==> src/rtl/approx_mult_err_monitor.sv <==
// ---------------------------------------------------------------------------
// approx_mult_err_monitor
//
// Accuracy monitor for an approximate WxW multiplier. Each accepted sample
// carries two operands plus the product the approximate multiplier returned.
// The monitor rebuilds the exact product with a shift-add loop (one operand
// bit per cycle), takes the absolute error against the approximate product
// and folds it into running statistics.
//
// Parameters:
//   W      operand width (product width is 2W)
//   CNT_W  width of sample_count / match_count
//   ACC_W  width of err_sum (must be at least 2W)
//
// Ports:
//   clk            rising-edge clock
//   rst            synchronous active-high reset
//   in_valid       sample offered
//   in_ready       monitor idle and able to take a sample
//   in_a, in_x     operands (unsigned)
//   in_product     approximate product under test
//   clear          synchronous statistics clear, also aborts an in-flight sample
//   result_valid   one-cycle pulse per completed sample
//   exact_product  exact A*X of the last completed sample
//   abs_err        |exact - approximate| of the last completed sample
//   sample_count   completed samples (saturating)
//   match_count    samples with zero error (saturating)
//   err_sum        sum of abs_err (saturating)
//   err_max        largest abs_err seen
//
// Build option:
//   ERR_MON_MAX_TRACK_EN  when defined, err_max tracking is compiled in;
//                         otherwise err_max is tied to zero.
// ---------------------------------------------------------------------------
module approx_mult_err_monitor #(
   parameter int W     = 16,
   parameter int CNT_W = 32,
   parameter int ACC_W = 48
) (
   input  logic               clk,
   input  logic               rst,
   input  logic               in_valid,
   output logic               in_ready,
   input  logic [W-1:0]       in_a,
   input  logic [W-1:0]       in_x,
   input  logic [2*W-1:0]     in_product,
   input  logic               clear,
   output logic               result_valid,
   output logic [2*W-1:0]     exact_product,
   output logic [2*W-1:0]     abs_err,
   output logic [CNT_W-1:0]   sample_count,
   output logic [CNT_W-1:0]   match_count,
   output logic [ACC_W-1:0]   err_sum,
   output logic [2*W-1:0]     err_max
);

   localparam int CW = (W > 1) ? $clog2(W) : 1;
   localparam logic [CW-1:0] LAST_BIT = CW'(W - 1);

   typedef enum logic [1:0] {
      IDLE,
      MUL,
      CMP
   } state_t;

   state_t            state;
   logic [2*W-1:0]    a_sh;
   logic [W-1:0]      x_sh;
   logic [2*W-1:0]    acc;
   logic [2*W-1:0]    approx;
   logic [CW-1:0]     bit_cnt;

   logic              handshake;
   logic [2*W:0]      diff;
   logic [2*W-1:0]    mag;
   logic [ACC_W:0]    sum_ext;

   // The monitor only takes a sample while idle; clear (and reset) hold the
   // door shut so that a clear arriving with a sample always wins.
   assign in_ready  = (state == IDLE) && !clear && !rst;
   assign handshake = in_valid && in_ready;

   // Error magnitude: an extra top bit on the difference acts as the sign,
   // so the two's-complement negate below can never wrap. The saturating
   // error sum uses one spare bit to detect overflow of err_sum.
   always_comb begin
      diff    = {1'b0, acc} - {1'b0, approx};
      mag     = diff[2*W] ? (~diff[2*W-1:0] + 1'b1) : diff[2*W-1:0];
      sum_ext = {1'b0, err_sum} + {{(ACC_W + 1 - 2*W){1'b0}}, mag};
   end

   // Control FSM and shift-add datapath. Operands are captured only on the
   // handshake edge; after that the input pins are ignored. MUL consumes one
   // bit of X per cycle, adding the progressively left-shifted A into the
   // accumulator, and hands over to CMP after W iterations. A clear during
   // MUL or CMP simply drops the sample by returning to IDLE.
   always_ff @(posedge clk) begin
      if (rst) begin
         state   <= IDLE;
         a_sh    <= '0;
         x_sh    <= '0;
         acc     <= '0;
         approx  <= '0;
         bit_cnt <= '0;
      end else begin
         case (state)
            IDLE: begin
               if (handshake) begin
                  a_sh    <= {{W{1'b0}}, in_a};
                  x_sh    <= in_x;
                  approx  <= in_product;
                  acc     <= '0;
                  bit_cnt <= '0;
                  state   <= MUL;
               end
            end
            MUL: begin
               if (clear) begin
                  state <= IDLE;
               end else begin
                  if (x_sh[0]) begin
                     acc <= acc + a_sh;
                  end
                  x_sh    <= x_sh >> 1;
                  a_sh    <= a_sh << 1;
                  bit_cnt <= bit_cnt + 1'b1;
                  if (bit_cnt == LAST_BIT) begin
                     state <= CMP;
                  end
               end
            end
            CMP: begin
               state <= IDLE;
            end
            default: begin
               state <= IDLE;
            end
         endcase
      end
   end

   // Result registers and statistics. The edge that ends CMP publishes the
   // exact product and error, pulses result_valid and folds the error into
   // the counters. Counters and the error sum stick at all-ones instead of
   // wrapping. A clear zeroes the statistics but leaves the last published
   // exact_product / abs_err untouched; only reset clears those.
   always_ff @(posedge clk) begin
      if (rst) begin
         result_valid  <= 1'b0;
         exact_product <= '0;
         abs_err       <= '0;
         sample_count  <= '0;
         match_count   <= '0;
         err_sum       <= '0;
      end else begin
         result_valid <= 1'b0;
         if (clear) begin
            sample_count <= '0;
            match_count  <= '0;
            err_sum      <= '0;
         end else if (state == CMP) begin
            result_valid  <= 1'b1;
            exact_product <= acc;
            abs_err       <= mag;
            if (sample_count != '1) begin
               sample_count <= sample_count + 1'b1;
            end
            if ((mag == '0) && (match_count != '1)) begin
               match_count <= match_count + 1'b1;
            end
            if (sum_ext[ACC_W]) begin
               err_sum <= '1;
            end else begin
               err_sum <= sum_ext[ACC_W-1:0];
            end
         end
      end
   end

`ifdef ERR_MON_MAX_TRACK_EN
   // Peak error tracker, updated on the same edge as the other statistics.
   always_ff @(posedge clk) begin
      if (rst || clear) begin
         err_max <= '0;
      end else if ((state == CMP) && (mag > err_max)) begin
         err_max <= mag;
      end
   end
`else
   // Peak tracking not built: the output reads as a constant zero.
   assign err_max = '0;
`endif

endmodule
==> config.mk <==
export PLATFORM = sky130hd
export DESIGN_NAME = approx_mult_err_monitor
export DESIGN_NICKNAME = d
export VERILOG_FILES = /design/src/rtl/approx_mult_err_monitor.sv
export SDC_FILE = /design/constraint.sdc
export NUM_CORES = 1
export LEC_CHECK = 0
export ABC_AREA = 1
export BUFFER_PORTS_ARGS = -buffer_cell sky130_fd_sc_hd__buf_4
export CORE_AREA = 2 2 217 380
export CTS_BUF_LIST = sky130_fd_sc_hd__clkbuf_16
export CTS_CLUSTER_SIZE = 14
export DETAILED_ROUTE_END_ITERATION = 10
export DIE_AREA = 0 0 219 382
export PLACE_DENSITY = 0.45
export SLEW_MARGIN = 30
export SYNTH_ARGS = -nofsm -noshare
export SYNTH_HDL_FRONTEND = slang
export SYNTH_SLANG_ARGS = --single-unit
==> constraint.sdc <==
create_clock -name clk -period 7.1 [get_ports clk]
set_input_delay 0.355 -clock clk [delete_from_list [all_inputs] [get_ports clk]]
set_output_delay 0.355 -clock clk [all_outputs]
set_load 0.05 [all_outputs]
==> impl_metrics.json, run 1 <==
{
  "status": "finished, final reports clean",
  "fin_crit_ps": 6100,
  "grt_pass1_wl_mm": 116,
  "syn_avg_cell_area_um2": 6.32,
  "via_count": 20600,
  "peakVddDrop_mv": 0.151,
  "hp-class": "primary input to register",
  "hold_viol_final": 0,
  "dpl.hpwl_mm": 60.7,
  "cts_buffers": 37,
  "synth-main-ff-cell": "dfxtp_1",
  "slowest_stage": "nor2_4",
  "path_max_fanout": 19,
  "required_ps": 7560,
  "start_util": 0.249,
  "cp-end-kind": "register",
  "synth_seq_cells": 295,
  "fin_ws_ps": 996,
  "ant_nets": 0,
  "viasPerCell": 4.65,
  "cp_common_cell": "nand2_1",
  "yosys.area_share.simple": 0.329,
  "synth_async_sr_flop_share": 0,
  "final_cell_mix": "nand2_1 (794), inv_1 (422), nor2_1 (337), dfxtp_1 (295), a21oi_1 (279)",
  "maxSlewViolCount": 0,
  "rsz0062_at_grt": "false",
  "die_h_um": 382,
  "grt_max_degree": 81,
  "grt_antenna_before_repair": 2,
  "drc_errors": 0,
  "synth_compound_area_frac": 0.172,
  "synth_top_area_frac": 0.295,
  "synthMuxAreaShare": 0,
  "cts_tree": "yes",
  "synth_largest_area_cell": "dfxtp_1",
  "synthCells": 3165,
  "cpPeakStageDelay_ps": 450,
  "clock-sinks": 295,
  "grt_usage": 0.180,
  "period_share": 0.860,
  "clk_transition_reported_paths_ps": 60,
  "crit_type": "register to register",
  "layout_commonest_cell": "nand2_1",
  "ys_warn_count": 0,
  "cts_root_buf": "clkbuf_16",
  "gr-total-overflow": 0,
  "wl_per_cell_um": 17.2,
  "synth_top_family_by_area": "simple AND/OR/NAND/NOR gates",
  "portBuffers": 245,
  "clock_latency_ps": 570,
  "area_growth_pct": 19.3,
  "fin_tns_setup_ps": 0,
  "syn_area_um2": 20000,
  "p_leak_nw": 11.3,
  "wl_mm": 76.5,
  "startpoint_type": "register",
  "yosys.area_share.xor_xnor": 0.0175,
  "cts_setup_buffers": 0,
  "worst_pin_slew_ps": 975,
  "die_w_um": 219,
  "globalplace.congestion": 0.854,
  "synth_edf_count": 0,
  "place_ws_ps": 490,
  "io_pins": 278,
  "firstDrtPassIters": 5,
  "post_route_cells_drive_above_1_share": 0.129,
  "seq_area_frac_synth": 0.295,
  "htreeDepth": 2,
  "final_cells": 4437,
  "place_inst": 4374,
  "fp.dieArea_um2": 83700,
  "fin_area_um2": 23900,
  "fmax_ghz": 0.164,
  "drt_iter0_drc": 944,
  "clockBufferDepth": 3,
  "synthAdderAreaFrac": 0.0674,
  "cts_resized": 0,
  "critical_path_arrival_ps": 6560,
  "core-area_um2": 80500,
  "rows": 138,
  "drv_cap": 0,
  "finalClockSkew_ps": 14.0,
  "cts_hold_buf": 0,
  "slew_headroom": 0.348,
  "setup_violations": 0,
  "p_per_area_nw_per_um2": 187,
  "synth_area_leaders": "dfxtp_1 (30%), nand2_1 (15%), inv_1 (7.9%)",
  "grt_pass1_vias": 20400,
  "nets": 3537,
  "postPlaceCellArea_um2": 22800,
  "ys_types": 55
}
## per-layer routing
metal | vias up | global-route usage | part of all wire
met2 | 474 | 0.356 | 0.54
met5 | - | 0 | 0.00010
met3 | 127 | 0.0315 | 0.049
li1 | 10700 | - | -
met4 | 2 | 0.0731 | 0.041
met1 | 9331 | 0.182 | 0.37
## final cells by class
cell class              count  area [um2]
flip-flops and latches    295        5910
repair buffers            261        1980
fillers                  9101       56600
well taps                1050        1310
inverters                 445        1670
clock inverters            25         158
diodes                      1        2.50
multi-input cells        2323       11900
clock buffers              37         926
## stage by stage
step	power, mW	hold WS [ps]	utilization
2_1_floorplan	2.44	433	-
3_3_place_gp	2.71	444	0.283
3_5_place_dp	2.71	454	0.283
4_1_cts	4.54	20.5	0.296
5_1_grt	4.69	41.2	0.296
6_report	4.45	54.9	0.296
## kinds of logic after synthesis
| group | after synthesis |
|---|---|
| and+or+nand+nor | 1514 |
| xor gates and xnor gates | 40 |
| adders and majority gates | 106 |
| buffers and inverters | 578 |
| DFF | 295 |
| other | 1 |
| AOI/OAI and AO/OA | 631 |
## state kept, by name, summed over array words and instances, names as in the netlist
register	count
err_sum	48
match_count	32
exact_product	32
abs_err	32
state	2
acc	32
result_valid	1
sample_count	32
a_sh	32
bit_cnt	4
x_sh	16
approx	32
## cells in the mapped netlist (11+ instances only)
master    number
nor4_1        18
buf_4         39
a31oi_1       42
nor2_1       340
nor3_1        44
nand3_1      138
dfxtp_1      295
nor2_2        11
nand2_1      796
xnor2_1       20
inv_2         22
inv_1        420
nand2_2       30
ha_1         103
xor2_1        20
nand4_1       81
a21oi_1      280
o21ai_0      229
o211ai_1      18
clkbuf_1      76
## critical path, delay by kind of cell (launching register included)
| family | cells | cell delay (ps) |
|---|---|---|
| AO/OA/AOI/OAI | 6 | 1590 |
| buffers and inverters | 5 | 760 |
| adder cells (fa/ha/maj) | 3 | 970 |
| AND/OR/NAND/NOR | 15 | 2300 |
| flip-flops | 1 | 350 |
## path summary, 6_finish.rpt
check | startpoint | endpoint | slack, ps | cells after the start
setup / recovery | acc[0] | err_sum[19] | 1000 | 29
hold / removal | in_a[4] | a_sh[4] | 50 | 3
setup reg to reg | acc[0] | err_sum[19] | 1000 | 29
hold reg to reg | approx[12] | approx[12] | 460 | 2
## report_power, final
part	internal [mW]	switching (mW)	total, mW
Combinational	0.275	0.686	0.961
Sequential	1.68	0.0173	1.70
Clock	0.985	0.806	1.79
Total	2.94	1.51	4.45
(Power assumes the default switching activity.)
==> run 2, diff against run 1 <==
RECOVER_POWER = 100   (was default)
==> run 2 against run 1 <==
  * The run now ends with capacitance limit, slew limit left
  * Via count down 0.53%
  * Non-clock buffer count unchanged
  * First-iteration DRC count up 5.5%
  * Register-to-register slack worse by 170 ps
  * Power down 0.11%
  * Combinational power down 0.5%
  * Final cell count unchanged
  * Critical path depth unchanged
  * Sequential power about the same
  * Global-route usage unchanged
  * Routed wire length up 0.14%
  * Critical endpoint unchanged
  * Largest power group unchanged
==> impl_metrics.json, run 2 (same netlist as run 1, synthesis figures left out) <==
{
  "status": "finished, violations left",
  "violations": "capacitance limit, slew limit",
  "setup_violations": 0,
  "p_int_mw": 2.94,
  "power_mw": 4.45,
  "gr-total-overflow": 0,
  "wl_mm": 76.6,
  "fin_crit_ps": 6280,
  "die_h_um": 382,
  "swShare": 0.338,
  "start_util": 0.249,
  "fp.dieArea_um2": 83700,
  "p_per_area_nw_per_um2": 192,
  "grt_pass1_vias": 20400,
  "crit_buf_inv": 5,
  "slew_headroom": -0.950,
  "cp_common_cell": "nand2_1",
  "fin_tns_setup_ps": 0,
  "drv_cap": 7,
  "drt_iter0_drc": 996,
  "via_count": 20500,
  "io_pins": 278,
  "grt_max_degree": 81,
  "drc_errors": 0,
  "ant_nets": 0,
  "p_sw_mw": 1.51,
  "finalClockSkew_ps": 15.3,
  "combPwrFrac": 0.215,
  "area_growth_pct": 15.6,
  "layout_commonest_cell": "nand2_1",
  "startpoint_type": "register",
  "cts_root_buf": "clkbuf_16",
  "die_w_um": 219,
  "place_inst": 4374,
  "regMostFlops": "err_sum",
  "cts_tree": "yes",
  "core-area_um2": 80500,
  "critical_path_arrival_ps": 6740,
  "firstDrtPassIters": 5,
  "r2r_slack_ps": 820,
  "globalplace.congestion": 0.854,
  "path_max_fanout": 19,
  "final_cell_mix": "nand2_1 (796), inv_1 (424), nor2_1 (338), dfxtp_1 (295), a21oi_1 (279)",
  "viasPerCell": 4.62,
  "dpl.hpwl_mm": 60.7,
  "p_seq_frac": 0.382,
  "slowest_stage": "nor2_4",
  "critPathTopFamily": "simple AND/OR/NAND/NOR gates",
  "post_route_cells_drive_above_1_share": 0.0721,
  "period_share": 0.884,
  "clkPwrFrac": 0.403,
  "final_cells": 4437,
  "portBuffers": 245,
  "rsz0062_at_grt": "false",
  "grt_usage": 0.180,
  "htreeDepth": 2,
  "hp-class": "primary input to register",
  "required_ps": 7560,
  "cp-end-kind": "register",
  "hold_viol_final": 0,
  "clk_transition_reported_paths_ps": 60,
  "grt_pass1_wl_mm": 116,
  "cts_setup_buffers": 0,
  "worst_pin_slew_ps": 2930,
  "wl_per_cell_um": 17.3,
  "clock-sinks": 295,
  "nets": 3537,
  "cpPeakStageDelay_ps": 450,
  "largest_register_ffs": 48,
  "maxSlewViolCount": 300,
  "timing.hold.ws_ps": 56.0,
  "grt_antenna_before_repair": 2,
  "fmax_ghz": 0.159,
  "rows": 138,
  "peakVddDrop_mv": 0.150,
  "final_util": 0.287,
  "crit_type": "register to register",
  "p_leak_nw": 10.5,
  "clockBufferDepth": 3,
  "cts_buffers": 37,
  "clock_latency_ps": 570
}
==> run 2: cell count changes in the layout (fill, tap and decap cells not counted), moves of 8 or more <==
cell and change:
buf_4 -187, clkbuf_1 +185, o21ai_0 +9, o21ai_1 -8
==> run 2: area by class of cell <==
cell class	instances	area, um2
sequential	295	5910
clock inverter	25	158
tap	1050	1310
clock buffer	37	926
fill	9260	57400
multi-input combinational	2323	11900
timing repair buffer	261	1280
antenna	1	2.50
inverter	445	1670
==> run 2: worst paths after layout <==
check        cells past startpoint           to      start
min reg2reg                      2    approx[8]  approx[8]
max reg2reg                     29  err_sum[19]     acc[0]
max                             29  err_sum[19]     acc[0]
min                              3      x_sh[7]    in_x[7]
==> run 2: routing by layer <==
metal / up-vias / wire, um / track usage
met5: - / 8 / 0
met4: 2 / 3090 / 0.0731
met3: 122 / 3590 / 0.0315
met2: 434 / 41300 / 0.356
met1: 9271 / 28600 / 0.182
li1: 10700 / - / -
==> run 2: repair_timing <==
item	CTS	global route
endpoints found under the setup margin	0	5
resized for setup	0	1
endpoints found under the hold margin	0	0
hold buffers	0	0
==> run 2: worst min-delay path: stages <==
cell and delay, ps:
buf_4 100, nand2_1 50, a31oi_1 70
==> run 2: through the flow <==
stage	worst slack (ps)	area (um2)
2_1_floorplan	2320	20100
3_3_place_gp	688	22700
3_5_place_dp	490	22800
4_1_cts	464	23800
6_report	825	23100
5_1_grt	232	23100
==> run 2: power by group through the flow <==
stage               sequential [mW]  clock (mW)  combinational (mW)
detailed placement             1.74           0               0.968
global placement               1.74           0               0.967
global route                   1.70        1.91                1.07
CTS                            1.70        1.86               0.971
floorplan                      1.73           0               0.710
finish                         1.70        1.79               0.956
==> run 3, diff against run 2 <==
ABC_AREA = default   (was 1)
CORE_AREA = 2 2 204 356   (was 2 2 217 380)
DIE_AREA = 0 0 206 358   (was 0 0 219 382)
==> run 3 against run 2 <==
  * The flow still finishes with violations (capacitance limit, slew limit)
  * Setup slack got worse by 330 ps
  * Core utilization grew 0.82 points
  * Hold slack lost 19 ps
  * Combinational power up 6%
  * Via count fell by 17%
  * Synthesized cell count down 29%
==> impl_metrics.json, run 3 <==
{
  "maxSlewViolCount": 306,
  "ys_types": 89,
  "path_cells": "inv_1, ha_1, fa_1, and2b_1, o31ai_4, a2111oi_1, o31ai_2, nand4_1, and4b_1, or4b_1, o31ai_1, xnor2_1, inv_1, ha_1, nand2_1, a2111oi_1, o221ai_1, a21oi_1, buf_4, nand3_1, nor2_1, xnor2_1, a21oi_1",
  "grt_pass1_wl_mm": 101,
  "cts_root_buf": "clkbuf_16",
  "clock_latency_ps": 590,
  "viasPerCell": 4.99,
  "status": "finished, violations left",
  "synth_largest_area_cell": "dfxtp_1",
  "seq_area_frac_synth": 0.336,
  "clk_transition_reported_paths_ps": 70,
  "worst_pin_slew_ps": 3550,
  "wl_per_cell_um": 19.7,
  "largest_register_ffs": 48,
  "synth_async_sr_flop_share": 0,
  "grt_pass1_vias": 16900,
  "layout_commonest_cell": "nand2_1",
  "fin_crit_ps": 6610,
  "cts_tree": "yes",
  "area_growth_pct": 18.7,
  "place_inst": 3348,
  "synth_area_leaders": "dfxtp_1 (34%), ha_1 (7.3%), nand2_1 (7.0%)",
  "synth-main-ff-cell": "dfxtp_1",
  "hold_viol_final": 0,
  "peakVddDrop_mv": 0.152,
  "drv_cap": 7,
  "cts_buffers": 35,
  "core-area_um2": 70700,
  "die_w_um": 206,
  "globalplace.congestion": 0.875,
  "drt_iter0_drc": 829,
  "crit_type": "register to register",
  "path_max_fanout": 7,
  "synthCells": 2257,
  "r2r_slack_ps": 490,
  "rows": 129,
  "grt_antenna_before_repair": 0,
  "clockBufferDepth": 3,
  "firstDrtPassIters": 5,
  "ys_warn_count": 0,
  "grt_max_degree": 90,
  "p_per_area_nw_per_um2": 217,
  "drc_errors": 0,
  "setup_violations": 0,
  "gr-total-overflow": 0,
  "synth_top_area_frac": 0.336,
  "htreeDepth": 2,
  "finalClockSkew_ps": 29.5,
  "portBuffers": 245,
  "via_count": 17000,
  "wl_mm": 67.1,
  "p_leak_nw": 8.16,
  "final_cells": 3415,
  "crit_buf_inv": 3,
  "hp-class": "primary input to register",
  "critPathTopFamily": "compound AO/OA/AOI/OAI gates",
  "startpoint_type": "register",
  "period_share": 0.931,
  "rsz0062_at_grt": "false",
  "yosysMostFrequentCell": "nand2_1",
  "io_pins": 278,
  "violations": "capacitance limit, slew limit",
  "slew_headroom": -1.37,
  "cp-end-kind": "register",
  "nets": 2648,
  "die_h_um": 358,
  "critical_path_arrival_ps": 7020,
  "post_route_cells_drive_above_1_share": 0.0789,
  "ant_nets": 0,
  "synth_seq_cells": 295,
  "syn_area_um2": 17600,
  "clock-sinks": 295,
  "fin_tns_setup_ps": 0,
  "fmax_ghz": 0.151,
  "dpl.hpwl_mm": 52.1,
  "cpPeakStageDelay_ps": 710,
  "fp.dieArea_um2": 73700,
  "cts_setup_buffers": 0,
  "start_util": 0.249,
  "slowest_stage": "a2111oi_1",
  "nFillCells": 7876,
  "synthTopCellsByCount": "nand2_1 (328), dfxtp_1 (295), nor2_1 (234), a21oi_1 (229), ha_1 (103)",
  "syn_avg_cell_area_um2": 7.79,
  "required_ps": 7510,
  "final_cell_mix": "nand2_1 (327), dfxtp_1 (295), nor2_1 (231), a21oi_1 (229), clkbuf_1 (188)",
  "synth_edf_count": 0,
  "antennaDiodeCount": 0,
  "grt_usage": 0.179,
  "regMostFlops": "err_sum"
}
## run 3: worst reg2reg max path: cells and delay by family (launching register included)
kind | cells | cell delay (ps)
compound gates | 8 | 2270
simple gates | 7 | 2020
fa+ha+maj | 3 | 1060
flops | 1 | 390
xor+xnor | 2 | 360
buf+inv | 3 | 340
## run 3: what timing repair did
item | in CTS | in global routing
endpoints found under the setup margin | 0 | 47
hold buffers | 6 | 0
hold endpoints to repair | 6 | 0
gates resized for setup | 0 | 8
## run 3: final timing paths
kind                  start           to  cells past startpoint
min          in_product[20]   approx[20]                      3
max                  acc[0]  err_sum[43]                     23
max reg2reg          acc[0]  err_sum[43]                     23
min reg2reg       approx[6]    approx[6]                      2
## run 3: metal layers
layer | routed length [um] | vias to the layer above | GRT usage | share of wire
li1 | - | 8354 | - | -
met1 | 26100 | 8094 | 0.194 | 0.39
met2 | 34700 | 453 | 0.336 | 0.52
met3 | 3210 | 124 | 0.0304 | 0.048
met4 | 3180 | 0 | 0.0803 | 0.047
met5 | 0 | - | 0 | 0
## run 3: kinds of logic after synthesis
logic type      after synthesis  synth area share
simple gates                873             0.233
compound gates              606             0.220
flops                       295             0.336
buf+inv                     217            0.0546
xor+xnor                    151            0.0752
fa+ha+maj                   106            0.0767
mux                           8           0.00470
other cells                   1          0.000213
## run 3: layout make-up
class,count,area [um2],area share
clock buffer,35,876,0.0419
clock inverter,26,243,0.0116
inverter,65,244,0.0117
multi-input combinational,1776,10900,0.521
sequential,295,5910,0.283
tap,917,1150,0.0549
timing repair buffer,301,1590,0.0761
## run 3: power breakdown
group          switching [mW]  leakage, nW  internal, mW
Clock                   0.819        0.566          1.02
Sequential             0.0138         2.38          1.67
Combinational           0.653         5.21         0.356
Total                    1.49         8.16          3.05
## run 3: stage by stage
stage / setup slack, ps / instance area (um2) / util / power [mW] / hold slack (ps)
5_1_grt: 32.5 / 20900 / 0.295 / 4.76 / 20.8
4_1_cts: 134 / 21600 / 0.305 / 4.61 / 0.352
3_3_place_gp: 230 / 20400 / 0.289 / 2.72 / 445
6_report: 492 / 20900 / 0.295 / 4.54 / 36.8
2_1_floorplan: 697 / 17700 / - / 2.44 / 436
3_5_place_dp: 169 / 20400 / 0.289 / 2.73 / 446
